--- src/rtl/warp_fetch_scheduler.sv ---
`default_nettype none
// ============================================================================
//  Module      : warp_fetch_scheduler
//  Description : Per-warp PC holder and dual-issue round-robin fetch arbiter.
//                Presents up to two distinct one-hot warp grants per cycle,
//                advances granted PCs by 4, applies redirects and PC
//                initialisation, and keeps each warp to one fetch in flight.
//  Revision    : 1.0 - initial release
// ============================================================================
module warp_fetch_scheduler #(
   parameter int          NUM_WARPS = 8,
   parameter int          FETCH_LAT = 3,
   parameter logic [31:0] PC_RESET  = 32'h0000_0000
) (
   input  logic                         clk,
   input  logic                         rst_n,
   input  logic [NUM_WARPS-1:0]         PC_Valid,
   input  logic [NUM_WARPS-1:0]         IBuf_Ready,
   input  logic                         Init_Wen,
   input  logic [$clog2(NUM_WARPS)-1:0] Init_WarpID,
   input  logic [31:0]                  Init_PC,
   input  logic                         Redirect_Valid,
   input  logic [$clog2(NUM_WARPS)-1:0] Redirect_WarpID,
   input  logic [31:0]                  Redirect_PC,
   output logic [31:0]                  PC0_PC_IF,
   output logic [31:0]                  PC1_PC_IF,
   output logic [31:0]                  PC2_PC_IF,
   output logic [31:0]                  PC3_PC_IF,
   output logic [31:0]                  PC4_PC_IF,
   output logic [31:0]                  PC5_PC_IF,
   output logic [31:0]                  PC6_PC_IF,
   output logic [31:0]                  PC7_PC_IF,
   output logic [NUM_WARPS-1:0]         GRT_raw_1_RR_IF,
   output logic [NUM_WARPS-1:0]         GRT_raw_2_RR_IF
);

   localparam int WID_W = $clog2(NUM_WARPS);
   localparam int CNT_W = $clog2(FETCH_LAT + 1);

   logic [31:0]          pc_q   [NUM_WARPS];
   logic [31:0]          pc_d   [NUM_WARPS];
   logic [CNT_W-1:0]     cnt_q  [NUM_WARPS];
   logic [CNT_W-1:0]     cnt_d  [NUM_WARPS];
   logic [NUM_WARPS-1:0] grt1_q, grt1_d;
   logic [NUM_WARPS-1:0] grt2_q, grt2_d;
   logic [WID_W-1:0]     ptr_q, ptr_d;
   // Held low for the first edge after reset so no grant is registered there.
   logic                 started_q;

   logic [NUM_WARPS-1:0] elig;
   logic [WID_W-1:0]     g1, g2, idx1, idx2;
   logic                 found1, found2;

   // Word alignment drops the two low PC bits of both write sources.
   logic unused_pc_lsbs;
   assign unused_pc_lsbs = ^{Init_PC[1:0], Redirect_PC[1:0]};

   // A warp may be granted only when active, buffered, idle and not redirected.
   always_comb begin
      for (int w = 0; w < NUM_WARPS; w++) begin
         elig[w] = started_q && PC_Valid[w] && IBuf_Ready[w] &&
                   (cnt_q[w] == '0) && !grt1_q[w] && !grt2_q[w] &&
                   !(Redirect_Valid && (Redirect_WarpID == WID_W'(w)));
      end
   end

   // Round-robin pick of two distinct warps; index wrap relies on NUM_WARPS being a power of two.
   always_comb begin
      found1 = 1'b0;
      found2 = 1'b0;
      g1     = ptr_q;
      g2     = ptr_q;
      idx1   = '0;
      idx2   = '0;
      for (int k = 0; k < NUM_WARPS; k++) begin
         idx1 = ptr_q + WID_W'(k);
         if (!found1 && elig[idx1]) begin
            found1 = 1'b1;
            g1     = idx1;
         end
      end
      for (int k = 1; k < NUM_WARPS; k++) begin
         idx2 = g1 + WID_W'(k);
         if (found1 && !found2 && elig[idx2]) begin
            found2 = 1'b1;
            g2     = idx2;
         end
      end
      grt1_d = found1 ? (NUM_WARPS'(1) << g1) : '0;
      grt2_d = found2 ? (NUM_WARPS'(1) << g2) : '0;
      if (found2) begin
         ptr_d = g2 + WID_W'(1);
      end else if (found1) begin
         ptr_d = g1 + WID_W'(1);
      end else begin
         ptr_d = ptr_q;
      end
   end

   // Per-warp PC and in-flight counter: redirect beats init beats grant advance.
   always_comb begin
      for (int w = 0; w < NUM_WARPS; w++) begin
         pc_d[w]  = pc_q[w];
         cnt_d[w] = (cnt_q[w] != '0) ? (cnt_q[w] - CNT_W'(1)) : '0;
         if (Redirect_Valid && (Redirect_WarpID == WID_W'(w))) begin
            pc_d[w]  = {Redirect_PC[31:2], 2'b00};
            cnt_d[w] = '0;
         end else if (Init_Wen && (Init_WarpID == WID_W'(w))) begin
            pc_d[w]  = {Init_PC[31:2], 2'b00};
            cnt_d[w] = '0;
         end else if (grt1_q[w] || grt2_q[w]) begin
            pc_d[w]  = pc_q[w] + 32'd4;
            cnt_d[w] = CNT_W'(FETCH_LAT - 1);
         end
      end
   end

   // State registers with asynchronous clear.
   always_ff @(posedge clk or negedge rst_n) begin
      if (!rst_n) begin
         for (int w = 0; w < NUM_WARPS; w++) begin
            pc_q[w]  <= PC_RESET;
            cnt_q[w] <= '0;
         end
         grt1_q    <= '0;
         grt2_q    <= '0;
         ptr_q     <= '0;
         started_q <= 1'b0;
      end else begin
         for (int w = 0; w < NUM_WARPS; w++) begin
            pc_q[w]  <= pc_d[w];
            cnt_q[w] <= cnt_d[w];
         end
         grt1_q    <= grt1_d;
         grt2_q    <= grt2_d;
         ptr_q     <= ptr_d;
         started_q <= 1'b1;
      end
   end

   assign GRT_raw_1_RR_IF = grt1_q;
   assign GRT_raw_2_RR_IF = grt2_q;
   assign PC0_PC_IF = pc_q[0];
   assign PC1_PC_IF = pc_q[1];
   assign PC2_PC_IF = pc_q[2];
   assign PC3_PC_IF = pc_q[3];
   assign PC4_PC_IF = pc_q[4];
   assign PC5_PC_IF = pc_q[5];
   assign PC6_PC_IF = pc_q[6];
   assign PC7_PC_IF = pc_q[7];

endmodule
`default_nettype wire
--- config.mk ---
export PLATFORM = sky130hd
export DESIGN_NAME = warp_fetch_scheduler
export DESIGN_NICKNAME = d
export VERILOG_FILES = /design/src/rtl/warp_fetch_scheduler.sv
export SDC_FILE = /design/constraint.sdc
export NUM_CORES = 1
export LEC_CHECK = 0
export CORE_MARGIN = 10
export CORE_UTILIZATION = 33
export DETAILED_ROUTE_END_ITERATION = 10
export GPL_TIMING_DRIVEN = 0
export HOLD_SLACK_MARGIN = 0.12
export PLACE_DENSITY = 0.67
export SETUP_SLACK_MARGIN = 0.2
export SLEW_MARGIN = 5
export SYNTH_ARGS = -nofsm -noshare
export SYNTH_HDL_FRONTEND = slang
export SYNTH_SLANG_ARGS = --single-unit
--- constraint.sdc ---
create_clock -name clk -period 7 [get_ports clk]
set_input_delay 1.75 -clock clk [delete_from_list [all_inputs] [get_ports clk]]
set_output_delay 1.75 -clock clk [all_outputs]
set_load 0.02 [all_outputs]
# [Word-level counts from Yosys, hierarchy flattened]
# Cells that the tools add are included.
[classes] n_addsub=31 n_mul=0 div=0 n_lt_le_gt_ge=15 eq_ne=14 n_shift=2 n_mux=119 n_bitwise=0 n_reduce_logical=156
[op_table] cell="32-bit 2-to-1 mux" n=24
[op_table] cell="32-bit by 3-bit adder with 32-bit output, second input constant" n=8
[op_table] cell="1-bit logical AND" n=84
[op_table] cell="2-bit 2-to-1 mux" n=32
[op_table] cell="3-bit by 4-bit less-than comparator with 1-bit output, second input constant" n=15
[op_table] cell="3-bit 2-to-1 mux" n=16
[op_table] cell="1-bit binary-select mux with 3-bit select" n=15
[op_table] cell="1-bit logical NOT" n=37
[op_table] cell="1-bit 2-to-1 mux" n=30
[op_table] cell="3-bit adder, second input constant" n=8
[op_table] cell="3-bit equality test, second input constant" n=8
[op_table] cell="3-bit nonzero test" n=8
[op_table] cell="2-bit nonzero test" n=9
[op_table] cell="2-bit logical NOT" n=8
[op_table] cell="8-bit 2-to-1 mux" n=2
[op_table] cell="1-bit by 3-bit << shifter with 8-bit output, first input constant" n=2
[op_table] cell="2-bit by 1-bit subtractor with 2-bit output, second input constant" n=8
[op_table] cell="3-bit by 2-bit adder with 3-bit output, second input constant" n=4
[op_table] cell="3-bit by 2-bit equality test with 1-bit output, second input constant" n=4
[op_table] cell="3-bit by 1-bit adder with 3-bit output, second input constant" n=3
[op_table] cell="1-bit logical OR" n=8
[op_table] cell="3-bit by 1-bit equality test with 1-bit output, second input constant" n=2
[op_table] cell="3-bit logical NOT" n=2
[word_totals] regBits=292 latchBits=0 mem_bits_rw=0 rom_bits=0 input_bits=90 output_inout_bits=272 wordCells=357 n_memories=0

# [Depth between registers and ports, before layout]
# Gate-level depths: netlist of the first run.
[depth] depth_word=61 depth_mapped=28 ltp_nobuf=24

# [Worst setup path after synthesis of the first run]
# OpenSTA, ideal clock, no wires.
[synth_path] kind="input to register" start="in Redirect_Valid" end="reg ptr_q[2]" setup_ns=0.130 t_arrival_ns=7.231 required_ns=6.870 path_slack_ns=-0.362 path_stages=25 n_path_buf=3 path_cell_list="and4b_1 buf_4 or4_4 and3b_1 nor4_2 or2_1 buf_2 a21o_1 o2111a_2 a21oi_4 inv_4 buf_2 ha_1 inv_1 xnor2_2 mux2_2 a21o_1 or4b_4 nand3b_1 a211oi_1 a211o_1 ha_1 ha_1 mux2i_1 o21ai_0"
[synth_between] elab_chain_cells=58 word_cells_on_any_way=127 cone_classes="8 x add/sub; 61 x mux; 58 x reduce/logical"
[synth_lines] element="start, declared" line_no="22" source="input logic Redirect_Valid,"
[synth_lines] element="1-bit logical AND" line_no="63" source="!(Redirect_Valid && (Redirect_WarpID == WID_W'(w)));"
[synth_lines] element="1-bit logical NOT" line_no="63"
[synth_lines] element="1-bit logical AND" line_no="62" source="(cnt_q[w] == '0) && !grt1_q[w] && !grt2_q[w] &&"
[synth_lines] element="1-bit binary-select mux with 3-bit select" line_no="77" source="if (!found1 && elig[idx1]) begin"
[synth_lines] element="1-bit 2-to-1 mux (implied by the code)" line_no="77"
[synth_lines] element="1-bit 2-to-1 mux" line_no="77"
[synth_lines] element="1-bit logical NOT" line_no="77"
[synth_lines] element="1-bit logical AND" line_no="77"
[synth_lines] element="(+40 left out)"
[synth_lines] element="1-bit logical NOT" line_no="84" source="if (found1 && !found2 && elig[idx2]) begin"
[synth_lines] element="1-bit logical AND (2 in series)" line_no="84"
[synth_lines] element="1-bit 2-to-1 mux" line_no="84"
[synth_lines] element="1-bit logical NOT" line_no="84"
[synth_lines] element="1-bit logical AND (2 in series)" line_no="84"
[synth_lines] element="3-bit 2-to-1 mux" line_no="84"
[synth_lines] element="3-bit by 1-bit adder with 3-bit output" line_no="92" source="ptr_d = g2 + WID_W'(1);"
[synth_lines] element="3-bit 2-to-1 mux" line_no="91" source="if (found2) begin"
[synth_lines] element="end signal, assigned" line_no="136" source="ptr_q <= ptr_d;"
[synth_lines] element="end, declared" line_no="46" source="logic [WID_W-1:0] ptr_q, ptr_d;"
# Parallel ways exist; a longest one is shown, timed or not. The select of a mux whose other input is x is not followed.
# A chain may end at the register's enable or synchronous reset.

# [Worst setup path after layout of the first run]
[layout_path] start="in PC_Valid[0]" end="reg ptr_q[2]"
[layout_between] elab_chain_cells=61 word_cells_on_any_way=109 cone_classes="8 x add/sub; 61 x mux; 40 x reduce/logical"
[layout_lines] element="start, declared" line_no="17" source="input logic [NUM_WARPS-1:0] PC_Valid,"
[layout_lines] element="1-bit logical AND (*) (3 in series)" line_no="61" source="elig[w] = started_q && PC_Valid[w] && IBuf_Ready[w] &&"
[layout_lines] element="1-bit logical AND (*) (3 in series)" line_no="62"
[layout_lines] element="1-bit binary-select mux with 3-bit select" line_no="77"
[layout_lines] element="1-bit 2-to-1 mux (implied by the code)" line_no="77"
[layout_lines] element="1-bit 2-to-1 mux" line_no="77"
[layout_lines] element="1-bit logical NOT" line_no="77"
[layout_lines] element="1-bit logical AND" line_no="77"
[layout_lines] element="1-bit 2-to-1 mux" line_no="77"
[layout_lines] element="(+39 left out)"
[layout_lines] element="1-bit logical NOT" line_no="84"
[layout_lines] element="1-bit logical AND (2 in series)" line_no="84"
[layout_lines] element="1-bit 2-to-1 mux" line_no="84"
[layout_lines] element="1-bit logical NOT" line_no="84"
[layout_lines] element="1-bit logical AND (2 in series)" line_no="84"
[layout_lines] element="3-bit 2-to-1 mux" line_no="84"
[layout_lines] element="3-bit by 1-bit adder with 3-bit output" line_no="92"
[layout_lines] element="3-bit 2-to-1 mux" line_no="91"
# Every way passes the cells marked *; elsewhere a longest branch is shown, timed or not. The select of a mux whose other input is x is not followed.

==> results of run 1 <==
[placed cells by master, fill, tap and decap left out, drive strengths merged, types with 6 or more instances in the layout]
cell / instances
ha: 22
xnor2: 97
nand4: 31
xor2: 140
nand2b: 9
buf: 176
nor3b: 10
mux2i: 29
mux2: 10
or3: 13
nor4: 26
inv: 30
nand2: 312
a21o: 8
conb: 17
nand3: 114
o22ai: 9
o211ai: 9
nand3b: 11
and3: 56
nor2b: 7
or2: 13
o21ai: 179
nor2: 416
a31oi: 6
or4: 6
a21oi: 350
a2111oi: 6
nor3: 35
and2: 13
clkbuf: 249
a22oi: 13
dfrtp: 276
dlymetal6s2s: 6
a211oi: 250
clkdlybuf4s50: 261
and4: 15
[logic make-up after synthesis]
family                     after synthesis  share of synthesized area (%)
xor gates and xnor gates               237                           9.59
muxes                                   43                           2.30
AOI/OAI and AO/OA                      885                           25.4
adders and majority gates               22                           1.27
buffers and inverters                  286                           5.54
other                                    2                         0.0346
and+or+nand+nor                       1113                           24.1
DFF                                    276                           31.8
[synthesized netlist by cell type, drive strengths merged, types with 9 or more instances]
library cell and instances:
o21ai 179, a21oi 350, xor2 140, mux2i 29
and2 13, xnor2 97, or3 13, a22oi 13
and3 56, nor2 416, nor3b 10, o22ai 9
dfrtp 276, nand3b 11, nand2 312, mux2 10
ha 22, nand3 114, nand4 31, nor3 35
inv 26, clkbuf 199, nand2b 9, or2 13
o211ai 9, buf 58, a211oi 250, and4 15
nor4 26
[sequential cells by signal, indices dropped and copies added, names as in the netlist]
name and cells:
ptr_q 3, PC1_PC_IF 30, PC5_PC_IF 30, GRT_raw_2_RR_IF 8, cnt_q 16, started_q 1
PC7_PC_IF 30, PC2_PC_IF 30, PC4_PC_IF 30, PC3_PC_IF 30, GRT_raw_1_RR_IF 8, PC0_PC_IF 30
PC6_PC_IF 30
[repair_timing]
action                                  CTS  global route
endpoints found under the setup margin   11            10
endpoints found under the hold margin     0             0
pin swaps                                55            54
resized for setup                       152            68
setup buffers                            80            29
[stage by stage]
| step | worst slack [ns] | hold slack (ns) | std cells | TNS [ns] | util [%] |
|---|---|---|---|---|---|
| floorplan | -0.0164 | 0.423 | 2879 | -0.0164 | - |
| global placement | -8.52 | 0.442 | 4021 | -2357.83 | 39.4 |
| detailed placement | -2.07 | 0.449 | 4023 | -20.26 | 39.5 |
| CTS | 0.203 | 0.457 | 4160 | 0 | 43.1 |
| global route | 0.0443 | 0.475 | 4190 | 0 | 43.8 |
| finish | 0.166 | 0.453 | 4193 | 0 | 43.8 |
[how the worst max path moves through the flow]
| stage | startpoint | to | slack, ns | cells after the start |
|---|---|---|---|---|
| detailed placement | Redirect_Valid | ptr_q[2] | -2.07 | 24 |
| floorplan | IBuf_Ready[2] | ptr_q[2] | -0.02 | 23 |
| global placement | rst_n | PC4_PC_IF[12] | -8.52 | 1 |
| finish | PC_Valid[0] | ptr_q[2] | 0.17 | 24 |
| global route | Redirect_WarpID[2] | ptr_q[2] | 0.04 | 26 |
| CTS | Redirect_WarpID[0] | ptr_q[2] | 0.20 | 27 |
[worst register-to-register path: stages (launching register included)]
cell	delay, ns
sky130_fd_sc_hd__dfrtp_2	0.43
sky130_fd_sc_hd__inv_4	0.12
sky130_fd_sc_hd__clkbuf_8	0.21
sky130_fd_sc_hd__buf_6	0.17
sky130_fd_sc_hd__ha_4	0.25
sky130_fd_sc_hd__or3_1	0.32
sky130_fd_sc_hd__or4_4	0.56
sky130_fd_sc_hd__and3b_2	0.24
sky130_fd_sc_hd__nor4_4	0.41
sky130_fd_sc_hd__buf_4	0.20
sky130_fd_sc_hd__nand3_4	0.10
sky130_fd_sc_hd__and2_4	0.21
sky130_fd_sc_hd__o2111a_2	0.18
sky130_fd_sc_hd__buf_4	0.14
sky130_fd_sc_hd__buf_4	0.15
sky130_fd_sc_hd__a211oi_1	0.53
sky130_fd_sc_hd__a2111oi_4	0.11
sky130_fd_sc_hd__a2111oi_4	0.56
sky130_fd_sc_hd__nand3b_1	0.25
sky130_fd_sc_hd__a2111oi_4	0.09
sky130_fd_sc_hd__or3_1	0.36
sky130_fd_sc_hd__a211oi_2	0.23
sky130_fd_sc_hd__a211o_1	0.21
sky130_fd_sc_hd__ha_4	0.17
sky130_fd_sc_hd__ha_4	0.19
sky130_fd_sc_hd__mux2i_1	0.14
sky130_fd_sc_hd__o21ai_1	0.08
[layer usage]
metal | routed length [um] | global-route usage (%) | share of wire (%)
met5 | 17 | 0 | 0.015
met1 | 41400 | 33.3 | 36
met2 | 47900 | 41.2 | 42
met3 | 14500 | 9.93 | 13
met4 | 9720 | 19.8 | 8.6
[area by class of cell]
type | instances | area [um2]
fillers | 6608 | 36800
multi-input cells | 2317 | 14500
flip-flops and latches | 276 | 6910
repair buffers | 389 | 3710
plain buffers | 257 | 1220
well taps | 864 | 1080
clock buffers | 49 | 1030
inverters | 29 | 139
clock inverters | 8 | 106
diodes | 4 | 10.0
[power groups by stage]
stage	registers (uW)	logic, uW	clock network (uW)
after detailed placement	3420	13200	0
after CTS	3410	14900	1870
after global placement	3420	13100	0
after global routing	3530	17200	1940
final	3460	16100	1870
after floorplan	3800	8540	0
==> results.tsv, run 1 <==
stage	metric	value	unit
clock_network	clkTransAtPathRegs	0.06	ns
hold_path	hp-start	cnt_q[6]	
power_and_ir_drop	proportion_of_power_drawn_by_combinational_gates	75.2	%
cells_and_area	final_area	28700	um2
setup_path	cp_slowest_stage_delay	0.56	ns
route	drt_first_iter_violations	3565	
logic_synthesis	synthDominantCellAreaShare	31.8	%
floorplan	ios	362	
logic_synthesis	synth_edf_count	0	
place	hpwlAfterDp	79.4	mm
logic_synthesis	yosys_warnings	0	
route	routed_via_density	6.00	
timing	timing.final.crit_share	97.6	%
cells_and_area	final_net_count	3416	
logic_synthesis	post_syn_area	21700	um2
place	placedInstanceArea	25900	um2
logic_synthesis	seq_area_frac_synth	31.8	%
route	wl_per_cell	27.1	um
floorplan	design.die.area	76500	um2
route	antenna_violating_nets_post_route	0	
status	run_status	completed	
setup_path	setup.worst_path.class	in2reg	
setup_path	worst_path_maximum_fanout	6	
global_route	grt_overflow	0	
timing	finalMaxSlewViolations	0	
cells_and_area	flow.area_growth_from_synthesis	32.0	%
hold_path	min_path_cells	1	
floorplan	floorplan.initialDensity	33.2	%
timing	slew_headroom	4.44	%
logic_synthesis	synth_seq_cells	276	
power_and_ir_drop	total_switching_power	10800	uW
clock_network	clock-root-buffer	sky130_fd_sc_hd__clkbuf_16	
global_route	initial_antenna_violation_count	8	
setup_path	cp.required	7.41	ns
clock_network	clkLatencyLatePin	0.55	ns
route	route.vias.total	25200	
route	drc_errors	0	
logic_synthesis	netlist-cell-type-count	97	
setup_path	r2r-end	ptr_q[2]	
clock_network	cts.sinks	276	
setup_path	worst-r2r-cell-count	26	
logic_synthesis	postSynthCellCount	2864	
hold_path	worstHoldEndpoint	cnt_q[6]	
setup_path	slowest_stage	sky130_fd_sc_hd__a2111oi_4	
setup_path	startpoint_type	input pin	
global_route	number_of_global_route_vias_before_repair	23500	
timing	min_period	6.83	ns
clock_network	tritoncts	built	
power_and_ir_drop	report.power.total	21500	uW
timing	finalHoldViolCount	0	
setup_path	reg2reg_setup_slack	0.25	ns
flow_run	cap_viol_max_count	0	
cells_and_area	drive_above_1_share	11.6	%
timing	max_freq	146	MHz
setup_path	timing.critical_path.cells	clkdlybuf4s15_2 > or4b_4 > nor4_4 > buf_4 > a21oi_4 > a211oi_4 > buf_4 > o2bb2ai_2 > a221o_1 > o2111a_2 > buf_4 > buf_4 > a211oi_1 > a2111oi_4 > a2111oi_4 > nand3b_1 > a2111oi_4 > or3_1 > a211oi_2 > a211o_1 > ha_4 > ha_4 > mux2i_1 > o21ai_1	
logic_synthesis	syn_area_per_cell	7.59	um2
power_and_ir_drop	clkPwrFrac	8.7	%
logic_synthesis	post-synth-top-area-cell	sky130_fd_sc_hd__dfrtp_1	
floorplan	die_w	277	um
power_and_ir_drop	ir_drop	0.883	mV
power_and_ir_drop	static-leakage-power	0.0110	uW
timing	clock_skew	0.0214	ns
setup_path	critical-path-top-delay-family	compound AO/OA/AOI/OAI gates	
global_route	grt_max_degree	103	
floorplan	std_cell_rows	94	
timing	grt_setup_unrepaired	true	
power_and_ir_drop	p_sw_share	50.4	%
hold_path	holdCritPathClass	reg2reg	
setup_path	arrival	7.25	ns
place	finalWeightedCongestion	0.992	
logic_synthesis	async_flop_share	100	%
setup_path	buffer_and_inverter_count_on_the_worst_path	5	
route	firstDrtPassIters	8	
setup_path	critPathMostFrequentCell	sky130_fd_sc_hd__buf_4	
power_and_ir_drop	powerDensity	748	nW/um2
logic_synthesis	yosys-top-cells-area	sky130_fd_sc_hd__dfrtp_1, sky130_fd_sc_hd__a211oi_1, sky130_fd_sc_hd__a21oi_1	
setup_path	worst_setup_path_end_kind	flip-flop	
floorplan	design.core.area	65500	um2
power_and_ir_drop	internal_power	10600	uW
power_and_ir_drop	power.share.sequential	16.1	%
logic_synthesis	synth_flop_cell	sky130_fd_sc_hd__dfrtp_1	
route	final_wl	114	mm
clock_network	cts.hold.buffers_added	0	
place	port_buffers	278	
global_route	overall_global_routing_resource_usage	27.9	%
clock_network	ctsLongestPathBuffers	3	
floorplan	die_h	277	um
global_route	grt_first_pass_wirelength	162	mm
clock_network	tritoncts_buffers	34	
clock_network	htreeDepth	2	
setup_path	rr_startpoint	ptr_q[0]	
timing	report.final.setup_viol	0	
timing	timing_worst_slew_pin_value	1.43	ns
Power figures use the tool's default switching activity.
==> run 2: changes to the inputs <==
Settings changed: TNS_END_PERCENT set to 50.
==> results of run 2 <==
Final layout, timing and power as in run 1 (identical DEF).
